===== config.mk =====
export PLATFORM = sky130hd
export DESIGN_NAME = iir_coeff_loader
export DESIGN_NICKNAME = d
export VERILOG_FILES = /design/src/rtl/iir_coeff_loader.sv
export SDC_FILE = /design/constraint.sdc
export NUM_CORES = 1
export LEC_CHECK = 0
export BUFFER_PORTS_ARGS = -buffer_cell sky130_fd_sc_hd__clkbuf_2
export CORE_AREA = 2 2 123 125
export DETAILED_ROUTE_END_ITERATION = 7
export DIE_AREA = 0 0 125 127
export PLACE_DENSITY = 0.73
export SETUP_SLACK_MARGIN = 0.15
export SLEW_MARGIN = 20
export SYNTH_ARGS = -nofsm -noshare
export SYNTH_HDL_FRONTEND = slang
export SYNTH_SLANG_ARGS = --single-unit

===== constraint.sdc =====
create_clock -name clk -period 7.9 [get_ports clk]
set_clock_uncertainty 0.1 [all_clocks]
set_input_delay 0.79 -clock clk [delete_from_list [all_inputs] [get_ports clk]]
set_output_delay 0.79 -clock clk [all_outputs]
set_load 0.02 [all_outputs]

===== src/rtl/iir_coeff_loader.sv =====
// iir_coeff_loader
//
// Control stage in front of the transposed 16-bit IIR section. The host fills
// a shadow bank of a[k]/b[k] coefficients. A commit then shifts that bank into
// the filter: `load` is held low for COEFF_SIZE cycles while one a/b pair is
// presented each cycle. Index 0 goes first, so it ends up in filter index 0.
//
// Optional build macro:
//   IIR_COEFF_LOADER_AUTOLOAD_EN
//     Reset loads a passthrough bank (b[0] = 0x7FFF, all other entries 0) and
//     requests a transfer, so the filter is programmed right after reset
//     release. When undefined, the bank resets to zero and nothing is
//     transferred until the host commits.
//
// Ports:
//   clk      in   system clock; all logic runs on its rising edge
//   reset    in   synchronous, active-high reset
//   wr_en    in   shadow-bank write strobe
//   wr_sel   in   selects the bank: 0 = a bank, 1 = b bank
//   wr_addr  in   coefficient index [ADDR_W]
//   wr_data  in   signed Q15 coefficient value [DATA_W]
//   commit   in   transfer request, sampled as a level on every cycle
//   wr_err   out  one-cycle pulse for a rejected write
//   busy     out  high while a transfer is in progress
//   done     out  one-cycle pulse when a transfer completes
//   load     out  to the filter: 0 = shift coefficients, 1 = run
//   cina     out  a coefficient to the filter [DATA_W]; 0 while load = 1
//   cinb     out  b coefficient to the filter [DATA_W]; 0 while load = 1
module iir_coeff_loader #(
  parameter int COEFF_SIZE = 3,
  parameter int DATA_W     = 16,
  parameter int ADDR_W     = 2
) (
  input  logic              clk,
  input  logic              reset,
  input  logic              wr_en,
  input  logic              wr_sel,
  input  logic [ADDR_W-1:0] wr_addr,
  input  logic [DATA_W-1:0] wr_data,
  input  logic              commit,
  output logic              wr_err,
  output logic              busy,
  output logic              done,
  output logic              load,
  output logic [DATA_W-1:0] cina,
  output logic [DATA_W-1:0] cinb
);

  localparam int                IDX_W    = $clog2(COEFF_SIZE + 1);
  localparam logic [IDX_W-1:0]  LAST_IDX = IDX_W'(COEFF_SIZE);
  localparam logic [ADDR_W:0]   ADDR_LIM = (ADDR_W + 1)'(COEFF_SIZE);

`ifdef IIR_COEFF_LOADER_AUTOLOAD_EN
  localparam logic              PENDING_RST = 1'b1;
  localparam logic [DATA_W-1:0] B0_RST      = {1'b0, {(DATA_W - 1){1'b1}}};
`else
  localparam logic              PENDING_RST = 1'b0;
  localparam logic [DATA_W-1:0] B0_RST      = '0;
`endif

  typedef enum logic [1:0] {
    IDLE,
    SHIFT,
    DONE
  } state_t;

  state_t            state, state_n;
  logic [IDX_W-1:0]  idx, idx_n;
  logic              pending, pending_n;
  logic              load_n, busy_n, done_n, wr_err_n;
  logic [DATA_W-1:0] cina_n, cinb_n;
  logic              addr_ok, wr_ok;

  logic [DATA_W-1:0] a_bank [COEFF_SIZE];
  logic [DATA_W-1:0] b_bank [COEFF_SIZE];

  assign addr_ok = {1'b0, wr_addr} < ADDR_LIM;
  // The bank can change only while idle, so it is stable during a transfer.
  assign wr_ok   = wr_en && (state == IDLE) && addr_ok;

  // NOTE: the shadow bank lives in flops with a reset. An aborted transfer
  // must leave software with a known bank, which a RAM could not provide.
  always_ff @(posedge clk) begin
    if (reset) begin
      for (int i = 0; i < COEFF_SIZE; i++) begin
        a_bank[i] <= '0;
        b_bank[i] <= (i == 0) ? B0_RST : '0;
      end
    end else if (wr_ok) begin
      if (wr_sel) b_bank[wr_addr] <= wr_data;
      else        a_bank[wr_addr] <= wr_data;
    end
  end

  // Next-state and registered-output values. The outputs are computed one
  // cycle early so that every port comes straight from a flop.
  // NOTE: every signal gets a default before the case statement. Without it,
  // a path that skips an assignment would infer a latch.
  always_comb begin
    state_n   = state;
    idx_n     = idx;
    pending_n = pending;
    load_n    = 1'b1;
    busy_n    = 1'b0;
    done_n    = 1'b0;
    cina_n    = '0;
    cinb_n    = '0;
    wr_err_n  = wr_en && !wr_ok;

    case (state)
      IDLE: begin
        if (commit || pending) begin
          if (wr_en) begin
            // Let the write land first. The request is kept as pending, so
            // the transfer starts one cycle later and sees the new value.
            pending_n = 1'b1;
          end else begin
            state_n   = SHIFT;
            idx_n     = IDX_W'(1);
            pending_n = 1'b0;
            load_n    = 1'b0;
            busy_n    = 1'b1;
            cina_n    = a_bank[0];
            cinb_n    = b_bank[0];
          end
        end
      end

      SHIFT: begin
        busy_n = 1'b1;
        if (commit) pending_n = 1'b1;
        if (idx == LAST_IDX) begin
          state_n = DONE;
          idx_n   = '0;
          done_n  = 1'b1;
        end else begin
          load_n = 1'b0;
          cina_n = a_bank[idx];
          cinb_n = b_bank[idx];
          idx_n  = idx + IDX_W'(1);
        end
      end

      DONE: begin
        state_n = IDLE;
        if (commit) pending_n = 1'b1;
      end

      default: state_n = IDLE;
    endcase
  end

  // NOTE: sequential state uses non-blocking assignments only. Every flop
  // then samples values from before the clock edge, whatever order the
  // statements run in.
  always_ff @(posedge clk) begin
    if (reset) begin
      state   <= IDLE;
      idx     <= '0;
      pending <= PENDING_RST;
      load    <= 1'b1;
      busy    <= 1'b0;
      done    <= 1'b0;
      wr_err  <= 1'b0;
      cina    <= '0;
      cinb    <= '0;
    end else begin
      state   <= state_n;
      idx     <= idx_n;
      pending <= pending_n;
      load    <= load_n;
      busy    <= busy_n;
      done    <= done_n;
      wr_err  <= wr_err_n;
      cina    <= cina_n;
      cinb    <= cinb_n;
    end
  end

endmodule


==> flow_summary.ini, run 1 <==
[setup_path]
reg2reg_from = state[1]$_SDFFE_PP0P_
worstPathArrival_ns = 2.73
cp-startpoint = state[1]$_SDFFE_PP0P_
worst-path-max-fanout = 16
r2r_end = b_bank[2][8]$_SDFFCE_PN0P_
end_kind = flop
setup.worst_path.start_class = flop
r2r_slack_ns = 5.36
crit_type = flop to flop
cp-endpoint = b_bank[2][8]$_SDFFCE_PN0P_
crit_required_ns = 8.09
rr_worst_depth = 5

[yosys]
yosysMostFrequentCell = edfxtp_1
yosys.cell_types.count = 37
ys_seq_area_frac = 0.6633
ys_ff_latch = 171
ys_async_sr_fraction = 0
synth_edf_count = 128
ys.flop_type = edfxtp_1
netlist_top_cells_count = edfxtp_1 (128), and2_1 (97), mux2_2 (64), dfxtp_1 (43), nand2_1 (39)
synth_cells = 517
synth.largest_area_cell = edfxtp_1
synthesis.area_um2 = 7093
ys_warn_count = 0
synth_top_area_frac = 0.5419
post_synth.cell_area_avg_um2 = 13.72
synth.area.top_cells = edfxtp_1 (54%), dfxtp_1 (12%), mux2_2 (10%)

[route]
final_antenna_net_count = 0
routedWlPerCell_um = 18.20
via_per_inst = 5.340
firstDrtPassIters = 5
via_count = 4283
drc = 0
drt_first_iter_violations = 350
drt-total-wl_mm = 14.60

[sta]
layout_setup_ws_ns = 5.362
report.final.hold_viol_count = 0
slew_viol_final = 0
worst_slew_pin_slew_ns = 1.032
tns_ns = 0
min_period_ns = 2.538
clock.fmax_mhz = 394.0
rsz0062_at_grt = false
slew_headroom = 0.3091
setup_violations = 0
finalCritPeriodShare = 0.3213

[die]
rows = 44
die_h_um = 127
die_w_um = 125
start_util = 0.4918
dieArea_um2 = 15880
ios = 59
core_area_um2 = 14420

[run_status]
status = complete, no violations

[global_routing]
grt_max_degree = 65
grt_antenna_before_repair = 0
grt_overflow = 0
grt_pass1_wl_mm = 23.14
grt_pass1_vias = 4412
grtUsageTotal = 0.1920

[cts]
numCtsBuffers = 17
holdBufCountCts = 0
clk_pin_slew_ns = 0.06
cts_tree = yes
cts.root.buffer_cell = clkbuf_16
htree_levels = 4
cts_resized = 0
clk-insertion-delay-late_ns = 0.43
cts_sinks = 171
cts_setup_buffers = 0
cts_buffer_depth = 2

[worst_hold_path]
hp-class = flop to flop

[flow_run]
cap_violations = 0

[pwr]
power.total_mw = 2.125
p_leak_nw = 3.181
ir_drop_mv = 0.1725
power_density_nw_per_um2 = 257.4

[placement]
dp_hpwl_mm = 8.436
port_buffers = 58
place_worst_setup_slack_ns = 5.111
gp_congestion = 0.8017

[cells_and_area]
areaGrowthSynthToFinish_pct = 16.42
final_nets = 632
fillers = 1180
utilization = 0.5725
drive_gt1_frac = 0.2751
diodes = 0
-- placed cells by master (no fill, tap or decap), types with 6 or more instances in the layout --
master     synthesis  routed
nor2_1             8       8
conb_1             1      32
clkbuf_16          0      17
a21oi_1           36      36
dfxtp_1           43      42
nand2_1           39      39
o21ai_1            1       6
edfxtp_1         128     128
a22oi_1           32      32
and2_1            97      97
clkbuf_2           4      58
mux2_2            64      64
buf_4              5      10
-- registers in the layout (all words and copies together) (netlist names), named ones only --
register / flops
b_bank: 64
done: 1
a_bank: 64
cinb: 16
idx: 2
cina: 16
wr_err: 1
load: 1
busy: 1
pending: 1
state: 2
-- per-layer routing --
layer / vias to the layer above / GRT usage / part of all wire
met5: - / 0 / 0
met4: 0 / 0.08170 / 0.020
met3: 25 / 0.04229 / 0.049
met2: 128 / 0.3210 / 0.51
met1: 2115 / 0.2438 / 0.43
li1: 2015 / - / -
-- worst max-delay path, stage by stage (launching register included) --
cell and delay [ns]:
dfxtp_1 0.32, inv_1 0.10, ha_1 0.44, nand4b_1 0.33, nor2_1 0.88, and2_1 0.23
-- how the worst min path moves through the flow --
stage / slack (ns) / depth (start not counted) / endpoint / start
2_1_floorplan: 0.38 / 2 / state[1]$_SDFFE_PP0P_ / state[1]$_SDFFE_PP0P_
3_3_place_gp: 0.41 / 2 / state[1]$_SDFFE_PP0P_ / state[1]$_SDFFE_PP0P_
3_5_place_dp: 0.41 / 2 / state[1]$_SDFFE_PP0P_ / state[1]$_SDFFE_PP0P_
4_1_cts: 0.42 / 2 / state[1]$_SDFFE_PP0P_ / state[1]$_SDFFE_PP0P_
5_1_grt: 0.47 / 2 / flop / idx[1]$_SDFFE_PP0P_
6_report: 0.43 / 2 / cina[10]$_SDFF_PP0_ / a_bank[0][10]$_SDFFCE_PN0P_
-- cell type report --
cell class	count	area, um^2	area share
timing repair buffer	68	365.4	0.04424
tap	184	230.2	0.02788
clock inverter	8	92.59	0.01121
clock buffer	24	491.7	0.05955
sequential	171	4706	0.5698
inverter	4	15.01	0.001818
multi-input combinational	343	2357	0.2855
-- metrics by stage --
stage          instance area [um^2]  cells  hold slack, ns
3_3_place_gp                   7661    770          0.4052
5_1_grt                        8258    802          0.4676
6_report                       8258    802          0.4271
3_5_place_dp                   7661    770          0.4089
2_1_floorplan                  7209    548          0.3838
4_1_cts                        8245    802          0.4245
-- where the power goes --
group	switching [mW]	internal [mW]	leakage, nW
Clock	0.322	0.496	0.291
Sequential	0.0220	1.03	1.66
Combinational	0.167	0.0886	1.23
Total	0.511	1.61	3.18
-- kinds of logic after synthesis --
kind of cell,synth area share
flip-flops,0.6633
AND/OR/NAND/NOR,0.1281
AO/OA/AOI/OAI,0.07179
multiplexers,0.1044
buffers and inverters,0.02487
adder cells (fa/ha/maj),0.007056
other,0.0005287
No activity file was read; power rests on OpenSTA's default activity.
==> run 2, diff against run 1 <==
==> constraint.sdc (replaced) <==
create_clock -name clk -period 2.35 [get_ports clk]
set_clock_uncertainty 0.1 [all_clocks]
set_input_delay 0.235 -clock clk [delete_from_list [all_inputs] [get_ports clk]]
set_output_delay 0.235 -clock clk [all_outputs]
set_load 0.02 [all_outputs]
==> run 2 against run 1 <==
Die area is the same. Sequential cell count unchanged. First-iteration DRC count grew 23%. Largest cell class unchanged. Sequential share of layout area decreased by 1.5 points. Utilization up 1.5 points. Setup slack worse by 5.1 ns. Critical path type unchanged.
==> flow_summary.ini, run 2 (synthesized netlist as in run 1, its figures left out) <==
[placement]
port_buffers = 58
gp_congestion = 0.7743
dp_hpwl_mm = 8.801
placedCellCount = 776
place_worst_setup_slack_ns = 0.1256

[global_routing]
grt_pass1_vias = 4564
grtUsageTotal = 0.2014
grt_antenna_before_repair = 0
grt_pass1_wl_mm = 24.18
grt_overflow = 0
grt_max_degree = 65

[cells_and_area]
most-common-layout-cells = edfxtp_1 (128), and2_1 (97), mux2_2 (64)
fin_cells = 819
layout_commonest_cell = edfxtp_1
top_regs = a_bank x64, b_bank x64
areaGrowthSynthToFinish_pct = 19.51
diodes = 0
fillers = 1159
drive_gt1_frac = 0.2882
final_nets = 649

[sta]
setup_violations = 0
rsz0062_at_grt = true
slew_viol_final = 0
finalCritPeriodShare = 0.8722
report.final.hold_viol_count = 0
whs_ns = 0.01350
tns_ns = 0
min_period_ns = 2.050
layout_setup_ws_ns = 0.3003
slew_headroom = 0.4919
worst_slew_pin_slew_ns = 0.7597
clock.fmax_mhz = 487.9

[pwr]
power_density_nw_per_um2 = 849.7
ir_drop_mv = 0.5380
clkPwrFrac = 0.382
switching_share = 0.2467
p_leak_nw = 3.261
pwr-share-seq = 0.490
internal_power_mw = 5.426
switchingPower_mw = 1.777
comb_power_share = 0.128

[route]
drc = 0
via_count = 4300
final_antenna_net_count = 0
firstDrtPassIters = 4
drt_first_iter_violations = 429
drt-total-wl_mm = 15.14
routedWlPerCell_um = 18.49
via_per_inst = 5.250

[setup_path]
worst-path-max-fanout = 16
r2r_slack_ns = 0.30
worstPathArrival_ns = 2.24
path_cells = inv_1 -> ha_1 -> nand4b_1 -> nor3_4 -> and2_1
reg2reg_from = state[1]$_SDFFE_PP0P_
cp-startpoint = state[1]$_SDFFE_PP0P_
rr_worst_depth = 5
cp-endpoint = a_bank[2][6]$_SDFFCE_PN0P_
crit_type = flop to flop
slowest_stage = nor3_4
r2r_end = a_bank[2][6]$_SDFFCE_PN0P_
cp_slowest_stage_delay_ns = 0.67
setup.worst_path.start_class = flop
end_kind = flop
crit_required_ns = 2.54

[die]
ios = 59
core_area_um2 = 14420
rows = 44
die_h_um = 127
dieArea_um2 = 15880
start_util = 0.4918
die_w_um = 125

[cts]
cts_buffer_depth = 2
clk-insertion-delay-late_ns = 0.43
htree_levels = 4
cts.root.buffer_cell = clkbuf_16
clk_pin_slew_ns = 0.06
cts_tree = yes
cts_sinks = 171
numCtsBuffers = 17

[run_status]
status = complete, no violations

[worst_hold_path]
hp-class = primary input to flop

[flow_run]
cap_violations = 0
==> run 2: timing repair <==
item | in CTS | in global routing
resized for setup | 2 | 0
hold buffers | 10 | 0
endpoints found under the setup margin | 22 | 31
hold endpoints to repair | 19 | 0
pin swaps | 0 | 1
buffers inserted | 0 | 1
==> run 2: area by class of cell <==
type,instances,area (um^2),area share
clock inverter,8,52.55,0.006199
sequential,171,4706,0.5551
clock buffer,24,545.5,0.06435
tap,184,230.2,0.02716
inverter,4,15.01,0.001771
multi-input combinational,343,2360,0.2784
timing repair buffer,85,568.0,0.06701
==> run 2: worst max-delay path: cells and delay by family (launching register included) <==
kind | cells | cell delay (ns)
flip-flops | 1 | 0.31
AND/OR/NAND/NOR | 3 | 1.19
buffers and inverters | 1 | 0.09
adder cells (fa/ha/maj) | 1 | 0.22
==> run 2: layer usage <==
| layer | GRT usage | vias up | wire length (um) |
|---|---|---|---|
| met4 | 0.07190 | 0 | 170 |
| met1 | 0.2453 | 2115 | 6120 |
| met3 | 0.05318 | 16 | 934 |
| met5 | 0 | - | 0 |
| li1 | - | 2053 | - |
| met2 | 0.3488 | 116 | 7915 |
==> run 2: power groups by stage <==
stage	Clock, mW	Combinational, mW	Sequential, mW
after global routing	2.92	1.00	3.55
after detailed placement	0	0.901	3.60
after global placement	0	0.883	3.58
after floorplan	0	0.519	3.65
final	2.75	0.921	3.53
after CTS	2.79	0.921	3.53
==> run 2: how the worst min path moves through the flow <==
stage | startpoint | endpoint | slack (ns) | cells after the start
final | wr_data[12] | b_bank[3][12]$_DFFE_PP_ | 0.01 | 1
after global routing | wr_data[12] | b_bank[3][12]$_DFFE_PP_ | 0.01 | 1
after CTS | wr_data[12] | b_bank[3][12]$_DFFE_PP_ | 0.0008 | 1
after detailed placement | state[1]$_SDFFE_PP0P_ | state[1]$_SDFFE_PP0P_ | 0.40 | 2
after global placement | state[1]$_SDFFE_PP0P_ | state[1]$_SDFFE_PP0P_ | 0.40 | 2
after floorplan | wr_data[0] | a_bank[3][0]$_DFFE_PP_ | 0.23 | 0
==> run 2: stage by stage <==
stage	utilization	cell area, um^2	total power [mW]
6_report	0.5877	8477	7.203
5_1_grt	0.5877	8477	7.472
4_1_cts	0.5859	8451	7.242
3_5_place_dp	0.5369	7744	4.497
3_3_place_gp	0.5367	7741	4.465
2_1_floorplan	-	7217	4.174
==> run 3, diff against run 2 <==
--- a/config.mk
+++ b/config.mk
@@ -5,10 +5,11 @@
 export SDC_FILE = /design/constraint.sdc
 export NUM_CORES = 1
 export LEC_CHECK = 0
+export ABC_AREA = 1
 export BUFFER_PORTS_ARGS = -buffer_cell sky130_fd_sc_hd__clkbuf_2
-export CORE_AREA = 2 2 123 125
+export CORE_AREA = 2 2 126 128
 export DETAILED_ROUTE_END_ITERATION = 7
-export DIE_AREA = 0 0 125 127
+export DIE_AREA = 0 0 128 130
 export PLACE_DENSITY = 0.73
 export SETUP_SLACK_MARGIN = 0.15
 export SLEW_MARGIN = 20
==> run 3 against run 2 <==
Critical path type unchanged. Synthesized cell count grew 61%. Global-route usage rose by 0.74 points. Sequential power is essentially flat. Maximum frequency grew 1.4%. Die area increased by 4.8%. Non-clock buffer count rose by 18. Routed wire length increased by 9.5%. Clock power hardly changed. Via count up 30%. Critical endpoint is now b_bank[1][9]$_SDFFCE_PN0P_. Area after synthesis grew 5.3%. Combinational power increased by 21%. Cell area grew 5.4%.
==> flow_summary.ini, run 3 <==
[cells_and_area]
final_nets = 977
fillers = 1357
layout_commonest_cell = nand2_1
diodes = 0
most-common-layout-cells = nand2_1 (241), inv_1 (154), edfxtp_1 (128)
top_regs = a_bank x64, b_bank x64
seqCellArea_um2 = 4706
multiInputGateArea_um2 = 2111
drive_gt1_frac = 0.1308
areaGrowthSynthToFinish_pct = 19.62

[cts]
cts_tree = yes
cts_setup_buffers = 0
cts_buffer_depth = 2
htree_levels = 4
cts_sinks = 171
clk-insertion-delay-late_ns = 0.43
cts.root.buffer_cell = clkbuf_16
cts_resized = 0
clk_pin_slew_ns = 0.06
numCtsBuffers = 17

[yosys]
yosysMostFrequentCell = nand2_1
synth.area.top_cells = edfxtp_1 (51%), nand2_1 (12%), dfxtp_1 (12%)
post_synth.cell_area_avg_um2 = 8.955
yosys.cell_types.count = 22
synth_top_area_frac = 0.5147
synth.largest_area_cell = edfxtp_1
ys_seq_area_frac = 0.6299
ys.flop_type = edfxtp_1
synth_edf_count = 128
ys_warn_count = 0
synthesis.area_um2 = 7468
synth_cells = 834
netlist_top_cells_count = nand2_1 (241), inv_1 (154), edfxtp_1 (128), nor2_1 (104), nand3_1 (68)
ys_async_sr_fraction = 0
ys_ff_latch = 171

[route]
firstDrtPassIters = 6
via_per_inst = 4.848
routedWlPerCell_um = 14.35
drt-total-wl_mm = 16.57
via_count = 5599
drt_first_iter_violations = 514
final_antenna_net_count = 0
drc = 0

[sta]
finalCritPeriodShare = 0.8601
min_period_ns = 2.021
tns_ns = 0
setup_violations = 0
worst_slew_pin_slew_ns = 0.6313
report.final.hold_viol_count = 0
clock.fmax_mhz = 494.7
rsz0062_at_grt = false
slew_viol_final = 0
slew_headroom = 0.5787

[setup_path]
crit_required_ns = 2.39
setup.worst_path.start_class = flop
rr_worst_depth = 7
cp-startpoint = state[0]$_SDFFE_PP0P_
end_kind = flop
r2r_end = b_bank[1][9]$_SDFFCE_PN0P_
worstPathArrival_ns = 2.07
crit_type = flop to flop
reg2reg_from = state[0]$_SDFFE_PP0P_
worst-path-max-fanout = 10
r2r_slack_ns = 0.33

[worst_hold_path]
hold_depth = 2
hp-class = primary input to flop
min_from = reset
min_to = wr_err$_SDFF_PP0_

[pwr]
pwr-share-seq = 0.476
power.total_mw = 7.358
p_leak_nw = 4.213
switchingPower_mw = 1.925
comb_power_share = 0.151
switching_share = 0.2616
clkPwrFrac = 0.373
internal_power_mw = 5.433
power_density_nw_per_um2 = 823.6
ir_drop_mv = 0.5648

[global_routing]
grt_antenna_before_repair = 0
grt_max_degree = 65
grt_pass1_vias = 5330
grt_pass1_wl_mm = 26.10
grtUsageTotal = 0.2088
grt_overflow = 0

[placement]
port_buffers = 58
dp_hpwl_mm = 10.58
gp_congestion = 0.8022

[die]
rows = 46
core_area_um2 = 15420
ios = 59
start_util = 0.4842
die_w_um = 128
die_h_um = 130
dieArea_um2 = 16640

[flow_run]
cap_violations = 0

[run_status]
status = complete, no violations
-- run 3: changes by cell type after synthesis, sizes merged, moves of 32 or more --
cell   previous run  this run
a22oi            32         0
and2             97         0
inv               4       156
mux2             64         0
nand2            39       247
nand3             1        69
nor2             10       105
-- run 3: area by class of cell --
type	instances	area share
multi-input combinational	501	0.2363
sequential	171	0.5268
clock buffer	26	0.05840
tap	192	0.02689
inverter	156	0.06555
clock inverter	6	0.006583
timing repair buffer	103	0.07955
-- run 3: worst max-delay path, cell delays in order (launching register included) --
cell and delay (ns):
dfxtp_1 0.32, inv_1 0.08, ha_1 0.21, nand3_2 0.17, nor3b_4 0.29, nand2_2 0.08, nand2_1 0.29, buf_12 0.19
-- run 3: metrics by stage --
step	area (um^2)	cells	util	hold slack, ns	setup slack [ns]
global route	8934	1155	0.5792	0.04542	0.2169
detailed placement	8173	1105	0.5299	0.3522	0.3339
CTS	8934	1155	0.5792	0.02655	0.3176
floorplan	7585	865	-	0.2339	0.2662
finish	8934	1155	0.5792	0.03640	0.3287
global placement	8173	1105	0.5299	0.3416	0.3850
-- run 3: cells by family (layout without fill, tap and decap cells) --
logic type / count (synthesis) / count (layout) / synth area share
AO/OA/AOI/OAI: 41 / 41 / 0.02781
adder cells (fa/ha/maj): 4 / 4 / 0.006702
buffers and inverters: 193 / 291 / 0.1034
flip-flops: 171 / 171 / 0.6299
other: 1 / 32 / 0.0005021
AND/OR/NAND/NOR: 424 / 424 / 0.2317
-- run 3: repair_timing --
action / 4_1_cts / 5_1_grt
endpoints found under the setup margin: 0 / 0
hold endpoints to repair: 34 / 0
hold buffers: 18 / 0
-- run 3: power groups by stage --
stage	sequential (mW)	combinational, mW	clock, mW
final	3.50	1.11	2.74
after global placement	3.56	1.06	0
after global routing	3.52	1.25	2.88
after CTS	3.50	1.11	2.78
after detailed placement	3.57	1.07	0
after floorplan	3.62	0.678	0
-- run 3: worst max path at each step --
| stage | to | slack (ns) |
|---|---|---|
| 6_report | b_bank[1][9]$_SDFFCE_PN0P_ | 0.33 |
| 4_1_cts | b_bank[1][10]$_SDFFCE_PN0P_ | 0.32 |
| 3_5_place_dp | b_bank[1][8]$_SDFFCE_PN0P_ | 0.33 |
| 2_1_floorplan | b_bank[0][0]$_SDFFCE_PN0P_ | 0.27 |
| 3_3_place_gp | b_bank[1][10]$_SDFFCE_PN0P_ | 0.39 |
| 5_1_grt | b_bank[1][9]$_SDFFCE_PN0P_ | 0.22 |
-- run 3: routing by layer --
| metal | part of all wire | GRT usage |
|---|---|---|
| met5 | 0 | 0 |
| met4 | 0.028 | 0.1047 |
| met3 | 0.074 | 0.04633 |
| met2 | 0.47 | 0.3413 |
| met1 | 0.43 | 0.2649 |
